## src/rtl/fproc_arb_pkg.sv

```systemverilog
// Shared types and default sizing for the fproc arbiter.
package fproc_arb_pkg;

  localparam int unsigned DEF_N_CORES    = 4;
  localparam int unsigned DEF_DATA_WIDTH = 32;
  localparam int unsigned DEF_ID_WIDTH   = 8;

  typedef enum logic [1:0] {
    ST_IDLE  = 2'd0,
    ST_ISSUE = 2'd1,
    ST_WAIT  = 2'd2,
    ST_RESP  = 2'd3
  } arb_state_t;

endpackage

```

## src/rtl/fproc_arbiter_if.sv

```systemverilog
// Request/response channel between the arbiter and the shared function processor.
interface fproc_arbiter_if
  import fproc_arb_pkg::*;
#(
  parameter int unsigned DATA_WIDTH = DEF_DATA_WIDTH,
  parameter int unsigned ID_WIDTH   = DEF_ID_WIDTH
) ();

  logic                  fp_req_valid;
  logic [ID_WIDTH-1:0]   fp_req_id;
  logic                  fp_req_ready;
  logic                  fp_resp_valid;
  logic [DATA_WIDTH-1:0] fp_resp_data;

  modport master (
    output fp_req_valid,
    output fp_req_id,
    input  fp_req_ready,
    input  fp_resp_valid,
    input  fp_resp_data
  );

  modport slave (
    input  fp_req_valid,
    input  fp_req_id,
    output fp_req_ready,
    output fp_resp_valid,
    output fp_resp_data
  );

endinterface

```

## src/rtl/rr_arbiter.sv

```systemverilog
// Combinational round-robin pick: first pending requester at or after ptr, with wrap.
module rr_arbiter #(
  parameter int unsigned N     = 4,
  parameter int unsigned IDX_W = 2
) (
  input  logic [N-1:0]     pending,
  input  logic [IDX_W-1:0] ptr,
  output logic [N-1:0]     grant_c,
  output logic [IDX_W-1:0] grant_idx_c,
  output logic             valid_c
);

  always_comb begin
    int unsigned j;
    j           = 0;
    grant_c     = '0;
    grant_idx_c = '0;
    valid_c     = 1'b0;
    for (int unsigned i = 0; i < N; i++) begin
      j = (32'(ptr) + i) % N;
      if (!valid_c && pending[IDX_W'(j)]) begin
        valid_c                = 1'b1;
        grant_c[IDX_W'(j)]     = 1'b1;
        grant_idx_c            = IDX_W'(j);
      end
    end
  end

endmodule

```

## src/rtl/fproc_arbiter.sv

```systemverilog
// Shares one function-processor port among N_CORES cores, one transaction at a time,
// with per-core request latching and round-robin service order.
module fproc_arbiter
  import fproc_arb_pkg::*;
#(
  parameter int unsigned N_CORES    = DEF_N_CORES,
  parameter int unsigned DATA_WIDTH = DEF_DATA_WIDTH,
  parameter int unsigned ID_WIDTH   = DEF_ID_WIDTH
) (
  input  logic                        clk,
  input  logic                        reset,
  input  logic [N_CORES-1:0]          core_req_en,
  input  logic [N_CORES*ID_WIDTH-1:0] core_req_id,
  output logic [N_CORES-1:0]          core_ready,
  output logic [DATA_WIDTH-1:0]       core_data,
  output logic                        busy,
  output logic                        err_dup_req,
  fproc_arbiter_if.master             fp
);

  localparam int unsigned IDX_W = (N_CORES > 1) ? $clog2(N_CORES) : 1;

  arb_state_t          state;
  logic [N_CORES-1:0]  pending;
  logic [ID_WIDTH-1:0] id_q [N_CORES];
  logic [IDX_W-1:0]    ptr;
  logic [IDX_W-1:0]    grant;
  logic [N_CORES-1:0]  grant_oh;
  logic                req_valid_q;
  logic [ID_WIDTH-1:0] req_id_q;

  logic [N_CORES-1:0]  rr_grant_c;
  logic [IDX_W-1:0]    rr_idx_c;
  logic                rr_valid_c;

  rr_arbiter #(
    .N     (N_CORES),
    .IDX_W (IDX_W)
  ) u_rr (
    .pending     (pending),
    .ptr         (ptr),
    .grant_c     (rr_grant_c),
    .grant_idx_c (rr_idx_c),
    .valid_c     (rr_valid_c)
  );

  assign fp.fp_req_valid = req_valid_q;
  assign fp.fp_req_id    = req_id_q;

  // Per-core request capture; a request while already pending is dropped and flagged.
  always_ff @(posedge clk) begin
    if (!reset) begin
      pending     <= '0;
      err_dup_req <= 1'b0;
      for (int unsigned k = 0; k < N_CORES; k++) begin
        id_q[k] <= '0;
      end
    end else begin
      for (int unsigned k = 0; k < N_CORES; k++) begin
        if (core_req_en[k] && pending[k]) begin
          err_dup_req <= 1'b1;
        end
        if (state == ST_RESP && grant_oh[k]) begin
          pending[k] <= 1'b0;
        end else if (core_req_en[k] && !pending[k]) begin
          pending[k] <= 1'b1;
          id_q[k]    <= core_req_id[k*ID_WIDTH +: ID_WIDTH];
        end
      end
    end
  end

  // Transaction sequencer with registered outputs.
  always_ff @(posedge clk) begin
    if (!reset) begin
      state       <= ST_IDLE;
      ptr         <= '0;
      grant       <= '0;
      grant_oh    <= '0;
      req_valid_q <= 1'b0;
      req_id_q    <= '0;
      core_ready  <= '0;
      core_data   <= '0;
      busy        <= 1'b0;
    end else begin
      case (state)
        ST_IDLE: begin
          if (rr_valid_c) begin
            grant       <= rr_idx_c;
            grant_oh    <= rr_grant_c;
            req_valid_q <= 1'b1;
            req_id_q    <= id_q[rr_idx_c];
            busy        <= 1'b1;
            state       <= ST_ISSUE;
          end
        end
        ST_ISSUE: begin
          if (fp.fp_req_ready) begin
            req_valid_q <= 1'b0;
            req_id_q    <= '0;
            state       <= ST_WAIT;
          end
        end
        ST_WAIT: begin
          if (fp.fp_resp_valid) begin
            core_data  <= fp.fp_resp_data;
            core_ready <= grant_oh;
            state      <= ST_RESP;
          end
        end
        ST_RESP: begin
          core_ready <= '0;
          busy       <= 1'b0;
          ptr        <= (grant == IDX_W'(N_CORES - 1)) ? '0 : grant + IDX_W'(1);
          state      <= ST_IDLE;
        end
        default: begin
          state <= ST_IDLE;
        end
      endcase
    end
  end

endmodule
```

## src/flat_wrapper.sv

```systemverilog
// flat-port wrapper written by rule: the top's interface ports become plain ports
module fproc_arbiter_flat import fproc_arb_pkg::*;
#(
  parameter int unsigned N_CORES    = DEF_N_CORES,
  parameter int unsigned DATA_WIDTH = DEF_DATA_WIDTH,
  parameter int unsigned ID_WIDTH   = DEF_ID_WIDTH
)
  (clk, reset, core_req_en, core_req_id, core_ready, core_data, busy, err_dup_req, fp_fp_req_valid, fp_fp_req_id, fp_fp_req_ready, fp_fp_resp_valid, fp_fp_resp_data);
  fproc_arbiter_if #(.DATA_WIDTH(DATA_WIDTH), .ID_WIDTH(ID_WIDTH)) fp_i ();
  input  logic clk;
  input  logic reset;
  input  logic [N_CORES-1:0] core_req_en;
  input  logic [N_CORES*ID_WIDTH-1:0] core_req_id;
  output logic [N_CORES-1:0] core_ready;
  output logic [DATA_WIDTH-1:0] core_data;
  output logic busy;
  output logic err_dup_req;
  output wire logic [$bits(fp_i.fp_req_valid)-1:0] fp_fp_req_valid;
  output wire logic [$bits(fp_i.fp_req_id)-1:0] fp_fp_req_id;
  input wire logic [$bits(fp_i.fp_req_ready)-1:0] fp_fp_req_ready;
  input wire logic [$bits(fp_i.fp_resp_valid)-1:0] fp_fp_resp_valid;
  input wire logic [$bits(fp_i.fp_resp_data)-1:0] fp_fp_resp_data;
  assign fp_fp_req_valid = fp_i.fp_req_valid;
  assign fp_fp_req_id = fp_i.fp_req_id;
  assign fp_i.fp_req_ready = fp_fp_req_ready;
  assign fp_i.fp_resp_valid = fp_fp_resp_valid;
  assign fp_i.fp_resp_data = fp_fp_resp_data;
  fproc_arbiter #(.N_CORES(N_CORES), .DATA_WIDTH(DATA_WIDTH), .ID_WIDTH(ID_WIDTH)) u_core (.clk(clk), .reset(reset), .core_req_en(core_req_en), .core_req_id(core_req_id), .core_ready(core_ready), .core_data(core_data), .busy(busy), .err_dup_req(err_dup_req), .fp(fp_i));
endmodule
```

## config.mk

```make
export PLATFORM = sky130hd
export DESIGN_NAME = fproc_arbiter_flat
export DESIGN_NICKNAME = d
export VERILOG_FILES = /design/src/rtl/fproc_arb_pkg.sv /design/src/rtl/fproc_arbiter_if.sv /design/src/rtl/rr_arbiter.sv /design/src/rtl/fproc_arbiter.sv /design/src/flat_wrapper.sv
export SDC_FILE = /design/constraint.sdc
export NUM_CORES = 1
export LEC_CHECK = 0
export ABC_CLOCK_PERIOD_IN_PS = 2900
export BUFFER_PORTS_ARGS = -buffer_cell sky130_fd_sc_hd__clkbuf_2
export CORE_AREA = 2 2 100 102
export CTS_CLUSTER_SIZE = 24
export DETAILED_ROUTE_END_ITERATION = 7
export DIE_AREA = 0 0 102 104
export HOLD_SLACK_MARGIN = 0.15
export PLACE_DENSITY = 0.69
export SLEW_MARGIN = 10
export SYNTH_ARGS = -nofsm -noshare
export SYNTH_HDL_FRONTEND = slang
export SYNTH_SLANG_ARGS = --single-unit
```

## constraint.sdc

```tcl
create_clock -name clk -period 2.9 [get_ports clk]
set_input_delay 0.145 -clock clk [delete_from_list [all_inputs] [get_ports clk]]
set_output_delay 0.145 -clock clk [all_outputs]
set_load 0.01 [all_outputs]
```

==> run metrics <==
post-CTS sizing=0; Die ar.=10610 sq um; grt ovf=0; CTS clk-pin slew, worst paths=0.09 ns; cell leakage power=2.411 nW; total clock sinks=93; maximum vdd ir drop=323.4 uV; Post-synth EDFFs=32; CP Max Fanout=16; setup_tns=0 ns; RSZ-0062 raised after global routing=false; hold buffers post-CTS=68; Seq/Total Area, Yosys=0.5225; IO Port Bufs=118; via count=3826; ys flop type=dfxtp_1; final wirelength=11300 microns; flops & latches, synth=93; Final WS setup=0.2288 ns; Fmax achieved=374.4 MHz; HP Class=in2reg; pin count of the biggest net entering global routing=33; clock skew=0.009160 ns; critical path type=reg2reg; uppermost layer routed=met4; GRT Util Overall=0.2134; most frequent cells in the layout=clkbuf_2, nand2_1, dlygate4sd3_1; CP startpoint kind=flip-flop; total of max-cap violations=0; GP Congestion=0.8467; CTS tree=yes; Slew Viols, Final=0; CORE AREA=9549 sq um; DRT met1 WL=4576 microns; layout cell share with drive strength beyond 1=0.2366; Routed Antenna Nets=0; commonest non-fill, non-tap cell in the layout=clkbuf_2; Worst-Margin Slew=0.6730 ns; Die Ht=104 microns; Ys Warns=0; post-synthesis async set-or-reset flop share=0; HPWL after detailed placement=7486 microns; Setup-failing EPs final=0; Initial Utilization=0.4374; status=complete, no violations; post-synthesis average cell area=9.668 sq um; via/cell ratio=5.101; DR iter-0 viols=260; number of core rows=36; Gate Count Post-Synth=432; library cells used by synthesis=46; CP Data Required Time=3.13 ns; vias in the first global route=3855; Tcrit/Tclk final=0.9211; crit path capture type=flip-flop; Inserted Diodes=0; r2r worst-path depth=8; Die Wd=102 microns; drt first pass iters=5; syn_nets=514; Slew headroom=0.5504; total power=0.003448 W; first-pass GRT wire length=17930 microns; CTS H-tree depth=3; power per cell area=603.2 nW/um^2; Post-CTS Setup Inserts=0; Clock Root Buffer=clkbuf_8; Max clock buf depth=2; # nets final=694; final hold vios=0; pre-CTS setup slack=0.2780 ns; initial antenna violation count=0; clk_lat worst skew=0.36 ns; WL/cell=15.06 microns; crit path DAT=2.90 ns; number of primary I/O pins=119; fin crit period=2.671 ns; met3 wire length=581 microns; Hold Path Cell Cnt=4; area growth from synthesis to layout=36.85%; metal2 WL=5767 microns; Post-Syn Area=4177 sq um; Residual DRC=0; TritonCTS Buffers=9
[metal layers]
layer,track usage,vias up
li1,-,1854
met1,0.2410,1804
met2,0.3750,135
met3,0.05309,33
met4,0.09143,0
met5,0,-
[stage by stage]
step | hold WS, ns | utilization | cells | area (sq um)
after floorplan | 0.2608 | - | 432 | 4177
after global placement | 0.3684 | 0.5081 | 666 | 4852
after detailed placement | 0.3762 | 0.5081 | 666 | 4852
after CTS | 0.1684 | 0.5985 | 750 | 5715
after global routing | 0.1924 | 0.5985 | 750 | 5715
final | 0.1780 | 0.5985 | 750 | 5715
[state kept, by name (all words and copies together), names as in the netlist]
name                    count
u_core.pending              4
u_core.grant_oh             4
u_core.ptr                  2
u_core.core_ready           4
u_core.id_q                32
u_core.state                2
u_core.busy                 1
u_core.fp.fp_req_id         8
u_core.fp.fp_req_valid      1
u_core.err_dup_req          1
u_core.grant                2
u_core.core_data           32
[power breakdown]
group / leakage [nW] / internal (W) / switching [W] / total (W)
clock network: 0.0938 / 0.000378 / 0.000435 / 0.000813
registers: 0.842 / 0.00152 / 0.000124 / 0.00165
logic: 1.48 / 0.000436 / 0.000553 / 0.000988
total: 2.41 / 0.00234 / 0.00111 / 0.00345
[synthesized netlist by cell type (2+ instances only)]
library cell	number	share of area
a21oi_1	53	0.064
a221oi_1	4	0.0084
a22oi_1	4	0.0072
and2_1	34	0.051
buf_2	2	0.0024
buf_6	2	0.0054
clkbuf_1	17	0.015
dfxtp_1	61	0.29
edfxtp_1	32	0.23
ha_1	10	0.030
inv_1	5	0.0045
mux2i_1	20	0.048
mux4_2	2	0.011
nand2_1	90	0.081
nand2b_1	4	0.0060
nand3b_1	4	0.0072
nor2_1	32	0.029
nor2b_1	8	0.012
nor3_1	5	0.0060
nor3b_1	4	0.0072
nor4_1	2	0.0030
o21ai_0	5	0.0060
o221ai_1	8	0.017
or3_1	2	0.0030
[area by class of cell]
| class | count | area [sq um] |
|---|---|---|
| clock buffer | 14 | 167.7 |
| clock inverter | 2 | 15.01 |
| fill | 787 | 3834 |
| inverter | 5 | 18.77 |
| multi-input combinational | 310 | 1842 |
| sequential | 93 | 2182 |
| tap | 133 | 166.4 |
| timing repair buffer | 193 | 1324 |
[critical path: stages, from the launching register on]
cell      delay (ns)
dfxtp_1         0.53
inv_1           0.13
ha_1            0.47
mux4_2          0.46
nor2b_4         0.24
o21ai_4         0.08
nand2_4         0.24
mux2i_1         0.25
o221ai_1        0.13
[cell families (layout without fill, tap and decap cells)]
| family | Yosys count | after routing | share of synthesized area |
|---|---|---|---|
| flops | 93 | 93 | 0.5225 |
| mux | 24 | 24 | 0.06770 |
| compound gates | 86 | 86 | 0.1276 |
| simple gates | 190 | 190 | 0.2157 |
| fa+ha+maj | 10 | 10 | 0.02996 |
| buf+inv | 29 | 214 | 0.03655 |
[path summary, 6_finish.rpt]
kind                                            from                     end  slack (ns)
worst max-delay path                   u_core.ptr[1]  u_core.fp.fp_req_id[6]        0.23
worst max register to register         u_core.ptr[1]  u_core.fp.fp_req_id[6]        0.23
worst min-delay path                 fp_fp_req_ready  u_core.fp.fp_req_valid        0.18
worst min register to register  u_core.core_data[15]    u_core.core_data[15]        0.46
(Power assumes the default switching activity.)
